<file path="src/rtl/imem_fetch_arbiter.sv">
// imem_fetch_arbiter: round-robin IF/DBG arbiter that reads four consecutive
// bytes from a byte-wide instruction memory and returns a big-endian word.
module imem_fetch_arbiter #(
  parameter int unsigned ADDR_W = 16
) (
  input  logic              clk,
  input  logic              rst_n,
  input  logic              if_req,
  input  logic [31:0]       if_addr,
  output logic              if_ack,
  output logic [31:0]       if_inst,
  input  logic              dbg_req,
  input  logic [31:0]       dbg_addr,
  output logic              dbg_ack,
  output logic [31:0]       dbg_data,
  output logic              mem_rd,
  output logic [ADDR_W-1:0] mem_addr,
  input  logic [7:0]        mem_byte,
  output logic              busy
);

  typedef enum logic [1:0] {
    ST_IDLE = 2'd0,
    ST_RD   = 2'd1,
    ST_ACK  = 2'd2
  } state_t;

  // Owner / last_grant encoding: 1 = DBG, 0 = IF.
  localparam logic OWN_IF  = 1'b0;
  localparam logic OWN_DBG = 1'b1;

  state_t            state_q, state_d;
  logic [1:0]        cnt_q, cnt_d;
  logic [ADDR_W-1:0] base_q, base_d;
  logic              owner_q, owner_d;
  logic              last_grant_q, last_grant_d;
  logic [31:0]       word_q, word_d;

  logic              if_ack_d, dbg_ack_d, mem_rd_d, busy_d;
  logic [31:0]       if_inst_d, dbg_data_d;
  logic [ADDR_W-1:0] mem_addr_d;
  logic              grant_dbg;
  logic [31:0]       word_full;

  // Address bits above the memory width are intentionally ignored.
  logic unused_addr_hi;
  assign unused_addr_hi = ^{if_addr[31:ADDR_W], dbg_addr[31:ADDR_W]};

  // DBG wins if it is the only requester, or on contention when IF went last.
  assign grant_dbg = dbg_req & (~if_req | (last_grant_q == OWN_IF));

  // Final word including the byte captured in the cnt=3 cycle.
  assign word_full = {word_q[31:8], mem_byte};

  // State, datapath and registered outputs.
  always_ff @(posedge clk) begin
    if (!rst_n) begin
      state_q      <= ST_IDLE;
      cnt_q        <= 2'd0;
      base_q       <= '0;
      owner_q      <= OWN_IF;
      last_grant_q <= OWN_DBG;
      word_q       <= 32'd0;
      if_ack       <= 1'b0;
      dbg_ack      <= 1'b0;
      if_inst      <= 32'd0;
      dbg_data     <= 32'd0;
      mem_rd       <= 1'b0;
      mem_addr     <= '0;
      busy         <= 1'b0;
    end else begin
      state_q      <= state_d;
      cnt_q        <= cnt_d;
      base_q       <= base_d;
      owner_q      <= owner_d;
      last_grant_q <= last_grant_d;
      word_q       <= word_d;
      if_ack       <= if_ack_d;
      dbg_ack      <= dbg_ack_d;
      if_inst      <= if_inst_d;
      dbg_data     <= dbg_data_d;
      mem_rd       <= mem_rd_d;
      mem_addr     <= mem_addr_d;
      busy         <= busy_d;
    end
  end

  // Next-state and next-output logic.
  always_comb begin
    state_d      = state_q;
    cnt_d        = cnt_q;
    base_d       = base_q;
    owner_d      = owner_q;
    last_grant_d = last_grant_q;
    word_d       = word_q;
    if_ack_d     = 1'b0;
    dbg_ack_d    = 1'b0;
    if_inst_d    = if_inst;
    dbg_data_d   = dbg_data;
    mem_addr_d   = mem_addr;

    case (state_q)
      ST_IDLE: begin
        if (if_req || dbg_req) begin
          state_d      = ST_RD;
          cnt_d        = 2'd0;
          owner_d      = grant_dbg;
          last_grant_d = grant_dbg;
          base_d       = grant_dbg ? dbg_addr[ADDR_W-1:0] : if_addr[ADDR_W-1:0];
          mem_addr_d   = base_d;
        end
      end
      ST_RD: begin
        case (cnt_q)
          2'd0:    word_d[31:24] = mem_byte;
          2'd1:    word_d[23:16] = mem_byte;
          2'd2:    word_d[15:8]  = mem_byte;
          default: word_d[7:0]   = mem_byte;
        endcase
        if (cnt_q == 2'd3) begin
          state_d = ST_ACK;
          if (owner_q == OWN_DBG) begin
            dbg_ack_d  = 1'b1;
            dbg_data_d = word_full;
          end else begin
            if_ack_d  = 1'b1;
            if_inst_d = word_full;
          end
        end else begin
          cnt_d      = cnt_q + 2'd1;
          mem_addr_d = base_q + ADDR_W'(cnt_d);
        end
      end
      ST_ACK: begin
        state_d = ST_IDLE;
        cnt_d   = 2'd0;
      end
      default: begin
        state_d = ST_IDLE;
        cnt_d   = 2'd0;
      end
    endcase

    mem_rd_d = (state_d == ST_RD);
    busy_d   = (state_d != ST_IDLE);
  end

endmodule
</file>
<file path="config.mk">
export PLATFORM = sky130hd
export DESIGN_NAME = imem_fetch_arbiter
export DESIGN_NICKNAME = d
export VERILOG_FILES = /design/src/rtl/imem_fetch_arbiter.sv
export SDC_FILE = /design/constraint.sdc
export NUM_CORES = 1
export LEC_CHECK = 0
export ABC_AREA = 1
export ABC_CLOCK_PERIOD_IN_PS = 2100
export CAP_MARGIN = 25
export CORE_MARGIN = 2
export CORE_UTILIZATION = 47
export CTS_BUF_LIST = sky130_fd_sc_hd__clkbuf_8 sky130_fd_sc_hd__clkbuf_16
export DETAILED_ROUTE_END_ITERATION = 10
export GPL_TIMING_DRIVEN = 0
export HOLD_SLACK_MARGIN = 0.08
export PLACE_DENSITY = 0.8
export SYNTH_ARGS = -nofsm -noshare
export SYNTH_HDL_FRONTEND = slang
export SYNTH_SLANG_ARGS = --single-unit
</file>
<file path="constraint.sdc">
create_clock -name clk -period 2.1 [get_ports clk]
set_input_delay 0.42 -clock clk [delete_from_list [all_inputs] [get_ports clk]]
set_output_delay 0.42 -clock clk [all_outputs]
set_load 0.005 [all_outputs]
</file>
## After elaboration in Yosys (flattened, before gate mapping)

Index checks and enable logic that the tools add are counted.

| storage, ports and cells | value |
|---|---|
| output and inout port bits | 84 |
| register bits | 130 |
| bits of input ports | 76 |

| cells by class | value |
|---|---|
| $add $sub $neg | 2 |
| bitwise gates (word level) | 5 |
| reductions and logical operators | 14 |
| equality and inequality tests | 7 |
| multiplexer cells | 12 |

Operators with widths:

| operator | count |
|---|---|
| $mux 16 | 3 |
| $pmux 16 s2 | 1 |
| $add 16x2->16 | 1 |
| $reduce_and 3->1 | 4 |
| $reduce_and 2->1 | 5 |
| $mux 2 | 4 |
| $pmux 2 s2 | 2 |
| $eq 2x1->1 const B | 3 |
| $eq 2x2->1 const B | 2 |
| $logic_not 2->1 | 2 |
| $ne 2x2->1 const B | 2 |
| $reduce_bool 2->1 | 2 |
| $not 1->1 | 3 |
| $add 2x1->2 const B | 1 |
| $mux 1 | 2 |
| $and 1x1->1 | 1 |
| $logic_or 1x1->1 | 1 |
| $or 1x1->1 | 1 |

## Logic depth before layout (Yosys ltp)

| depth | value |
|---|---|
| depth in word-level cells | 6 |
| mapped depth | 11 |

## Least setup slack after synthesis

No wires, ideal clock.

| timing path | value |
|---|---|
| kind | reg2reg |
| start point | register cnt_q[0] |
| end point | register mem_addr[9] |
| stages on the path, launching flop included | 11 |
| path slack | 164 ps |
| arrival time | 1817 ps |
| path buffers | 0 |
| setup time | 119 ps |
| path through | dfxtp_1 -> inv_1 -> ha_1 -> ha_1 -> nand3_1 -> nand2_1 -> nand2_1 -> nor2_1 -> or2_2 -> nand3_1 -> a21oi_1 |

| on the way | value |
|---|---|
| cells in the longest elaborated chain, start to end | 4 |
| elaborated cells on any way between the ends | 7 |
| those cells by class | add/sub (2); eq/ne (2); mux (2); reduce/logical (1) |

RTL lines:

| element | line | RTL |
|---|---|---|
| start, declared | 33 | `logic [1:0] cnt_q, cnt_d;` |
| start signal, assigned | 73 | `cnt_q <= cnt_d;` |
| $add 2x1->2 | 130 | `cnt_d = cnt_q + 2'd1;` |
| $add 16x2->16 | 131 | `mem_addr_d = base_q + ADDR_W'(cnt_d);` |
| $mux 16 | 120 | `if (cnt_q == 2'd3) begin` |
| $pmux 16 s2 | 102 | `case (state_q)` |
| end signal, assigned | 83 | `mem_addr <= mem_addr_d;` |
| end, declared | 17 | `output logic [ADDR_W-1:0] mem_addr,` |

Several ways; a longest one is shown, not always the timed one. The select of a mux whose other input is x is not followed.
A chain may end at the register's enable or synchronous reset.

## Worst setup path after layout

| timing path | value |
|---|---|
| start point | register cnt_q[0] |
| end point | register mem_addr[13] |

Same word-level chain as after synthesis.

==> qor_table.md <==
| Quantity | This run |
|---|---|
| Status | complete, no violations |
| Cell Rows | 38 |
| Setup WS post-layout | 0.154 ns |
| Number of maximum-capacitance violations | 0 |
| Total of warnings raised by yosys | 0 |
| Sw Share | 27.9% |
| Cts hold-fix bufs | 0 |
| Setup crit end kind | flop |
| Total Die Area | 12000 sq um |
| Sink count of the clock tree | 130 |
| Placed cell count | 960 |
| Setup_tns | 0 ns |
| Filler cells | 877 |
| FF+latch count, synth | 130 |
| Type of element launching the critical path | flop |
| Layer carrying the most global-route usage | met2 |
| Leak | 2.99 nW |
| Drt first pass iters | 5 |
| Routed length per placed instance | 16.1 um |
| Layout Nets | 922 |
| Via count | 5400 |
| Syn nets | 776 |
| Number of enable flip-flop cells after synthesis | 0 |
| Final critical-path share of the clock period | 92.7% |
| Final instance count without filler cells | 992 |
| Clock transition time at the flip-flop clock pins of the worst setup and hold paths | 0.07 ns |
| Antenna violations before repair | 0 |
| Most frequent cell after synthesis | sky130_fd_sc_hd__dfxtp_1 |
| Met1 track demand over resource | 34.3% |
| Die width | 109 um |
| Area of the core | 10800 sq um |
| Setup CP Type | flop to flop |
| Mean post-synth cell area | 7.54 sq um |
| Synth Cell Area | 5220 sq um |
| Number of levels the H-tree was split into | 4 |
| Root buffer selected by CTS | sky130_fd_sc_hd__clkbuf_8 |
| Classification of the worst-slack hold path | flop to flop |
| Relative slew margins | 55.0% |
| Grt total ovfl | 0 |
| Remaining antenna violation count | 0 |
| Setup WS pre-CTS | -0.0974 ns |
| Worst EP required | 2.48 ns |
| Top fanout value on the critical path | 7 |
| Number of buffers inserted during clock tree synthesis | 17 |
| Slew of the pin with the lowest slew margin | 0.675 ns |
| Cell types with the largest area share after synthesis | sky130_fd_sc_hd__dfxtp_1 50%, sky130_fd_sc_hd__o21ai_0 10%, sky130_fd_sc_hd__nand2_1 8.5% |
| Total count of max-transition violations in the final report | 0 |
| Final Hold Violating Endpoints | 0 |
| Post-synthesis sequential area ratio | 49.8% |
| Placed cell areas | 6670 sq um |
| Final count of negative-setup-slack endpoints | 0 |
| Starting density of the core | 48.2% |
| Detailed-route DRC error count | 0 |
| Multi-input logic area | 2290 sq um |
| CTS tree | done |
| Met3 capacity usage during global routing | 5.69% |
| Per-cell via count in the routed design | 5.44 |
| Arrival time at the worst endpoint | 2.32 ns |
| Worst VDD drop | 510 uV |
| Proportion of layout cells with a drive suffix above 1 | 8.80% |
| PortBufs | 127 |
| Global-route met2 utilization | 47.0% |
| Maximum clock frequency | 514 MHz |
| Overall global routing resource usage | 27.6% |
| Post-synth top cells | 130 x sky130_fd_sc_hd__dfxtp_1, 118 x sky130_fd_sc_hd__nand2_1, 109 x sky130_fd_sc_hd__o21ai_0 |
| Power density over the cells | 861 nW/um^2 |
| Worst-path cell chain | inv_1 > ha_4 > ha_1 > nand3_1 > nand2_2 > nand2_4 > o21ai_0 > nand3_1 > nand2_1 > a21oi_1 |
| Worst skew pair latency | 0.53 ns |
| Height of the die | 109 um |
| Slowest-stage cell, CP | sky130_fd_sc_hd__dfxtp_2 |
| Internal power | 0.00453 W |
| Bufs on Longest Clock Path | 2 |
| Area growth from synthesis to final layout | 39.5% |
| Post-route cell area | 7290 sq um |
| RSZ-0062 raised after global routing | false |
| Crit-path max cell delay | 0.36 ns |
| Ports placed on the boundary | 160 |
| Sequential group share of total power | 42.4% |
| DP Wirelength | 11500 um |
| Library cell occupying the most area in the post-synthesis netlist | sky130_fd_sc_hd__dfxtp_1 |
| Async set-or-reset flop fraction in the synthesized netlist | 0% |
| Final GP Congestion | 0.909 |
| Synthesized netlist cell count | 693 |
| Switching power total | 0.00175 W |
| Most used DFF post-synth | sky130_fd_sc_hd__dfxtp_1 |
| Share of the synthesized area in the top cell type | 49.8% |
| Maximum number of pins on one net before global-route repair | 17 |
| Part of the power in combinational logic | 11.6% |
| Number of diodes added for antenna fixing | 0 |
| Via count of the first global-routing pass | 5305 |
| Number of setup buffers added after CTS | 0 |
| Crit path top cell by count | sky130_fd_sc_hd__nand3_1 |
| Wirelength, routed | 16000 um |
| Drt initial violations | 410 |
| Global-route wire length before repair | 25500 um |
| Final period demand of the worst path | 1.95 ns |
| Fin Clk Skew | 0.0143 ns |
| Unique cell type count in the Yosys netlist | 30 |
| Flip-flop and latch area | 2610 sq um |
| Clock network fraction of design power | 46.0% |
-- registers in the layout, summed over array words and instances (netlist names), 2 cells and up --
register,count
base_q,16
cnt_q,2
mem_addr,16
state_q,2
dbg_data,32
if_inst,32
word_q,24
-- path summary, 6_finish.rpt --
path	start	end	slack, ns	cells after the start
worst max register to register	cnt_q[0]	mem_addr[13]	0.15	10
worst min-delay path	mem_addr[14]	mem_addr[14]	0.47	2
worst max-delay path	cnt_q[0]	mem_addr[13]	0.15	10
worst min register to register	mem_addr[14]	mem_addr[14]	0.47	2
-- per-stage QoR --
| step | util (%) | hold slack [ns] | power, W |
|---|---|---|---|
| after floorplan | - | 0.429 | 0.00307 |
| after global placement | 61.5 | 0.456 | 0.00339 |
| after detailed placement | 61.5 | 0.461 | 0.00341 |
| after CTS | 67.0 | 0.473 | 0.00626 |
| after global routing | 67.2 | 0.495 | 0.00648 |
| final | 67.2 | 0.470 | 0.00628 |
-- metal layers --
metal | wire (um) | up-vias | part of all wire, %
met1 | 6670 | 2505 | 42
met3 | 1390 | 38 | 8.6
li1 | - | 2589 | -
met5 | 0 | - | 0
met2 | 7600 | 268 | 47
met4 | 359 | 0 | 2.2
-- area by class of cell --
type	count	area share, %
plain buffers	40	2.66
inverters	45	2.32
well taps	140	2.40
clock buffers	17	5.68
flip-flops and latches	130	35.7
repair buffers	127	17.4
clock inverters	15	2.28
multi-input cells	478	31.5
-- kinds of logic (layout without fill, tap and decap cells) --
logic type / count (synthesis) / count (layout) / synth area share [%]
buf+inv: 85 / 244 / 6.95
simple gates: 269 / 269 / 21.1
compound gates: 198 / 198 / 19.6
xor+xnor: 4 / 4 / 0.671
flops: 130 / 130 / 49.8
fa+ha+maj: 7 / 7 / 1.82
-- worst max-delay path: cells and delay by family, from the launching register on --
kind / cells / cell delay [ns]
simple gates: 5 / 0.56
buf+inv: 1 / 0.11
compound gates: 2 / 0.22
flops: 1 / 0.36
fa+ha+maj: 2 / 0.54
-- power by group through the flow --
stage | sequential (W) | combinational, W | clock (W)
2_1_floorplan | 0.00270 | 0.000378 | 0
3_3_place_gp | 0.00271 | 0.000685 | 0
3_5_place_dp | 0.00271 | 0.000700 | 0
4_1_cts | 0.00266 | 0.000709 | 0.00289
5_1_grt | 0.00267 | 0.000793 | 0.00301
6_report | 0.00266 | 0.000726 | 0.00289
-- placed cells by master, fill, tap and decap left out, types with 2 or more instances in the layout --
| master | instances |
|---|---|
| sky130_fd_sc_hd__a21oi_1 | 71 |
| sky130_fd_sc_hd__a31oi_1 | 14 |
| sky130_fd_sc_hd__buf_2 | 17 |
| sky130_fd_sc_hd__buf_4 | 4 |
| sky130_fd_sc_hd__clkbuf_1 | 18 |
| sky130_fd_sc_hd__clkbuf_16 | 16 |
| sky130_fd_sc_hd__clkdlybuf4s50_1 | 127 |
| sky130_fd_sc_hd__clkinvlp_4 | 2 |
| sky130_fd_sc_hd__dfxtp_1 | 128 |
| sky130_fd_sc_hd__dfxtp_2 | 2 |
| sky130_fd_sc_hd__ha_1 | 5 |
| sky130_fd_sc_hd__inv_1 | 40 |
| sky130_fd_sc_hd__inv_2 | 4 |
| sky130_fd_sc_hd__inv_6 | 4 |
| sky130_fd_sc_hd__inv_8 | 5 |
| sky130_fd_sc_hd__nand2_1 | 116 |
| sky130_fd_sc_hd__nand2_2 | 3 |
| sky130_fd_sc_hd__nand2_4 | 2 |
| sky130_fd_sc_hd__nand3_1 | 34 |
| sky130_fd_sc_hd__nand4_1 | 2 |
| sky130_fd_sc_hd__nor2_1 | 104 |
| sky130_fd_sc_hd__nor2_2 | 2 |
| sky130_fd_sc_hd__o21ai_0 | 109 |
| sky130_fd_sc_hd__or2_2 | 2 |
| sky130_fd_sc_hd__xnor2_1 | 2 |
| sky130_fd_sc_hd__xor2_1 | 2 |
-- repair_timing --
action,in CTS,in global routing
pin swaps,0,0
endpoints found under the setup margin,7,11
hold endpoints to repair,0,0
resized for setup,6,4
Note: power is estimated with default switching activity, not from simulation.
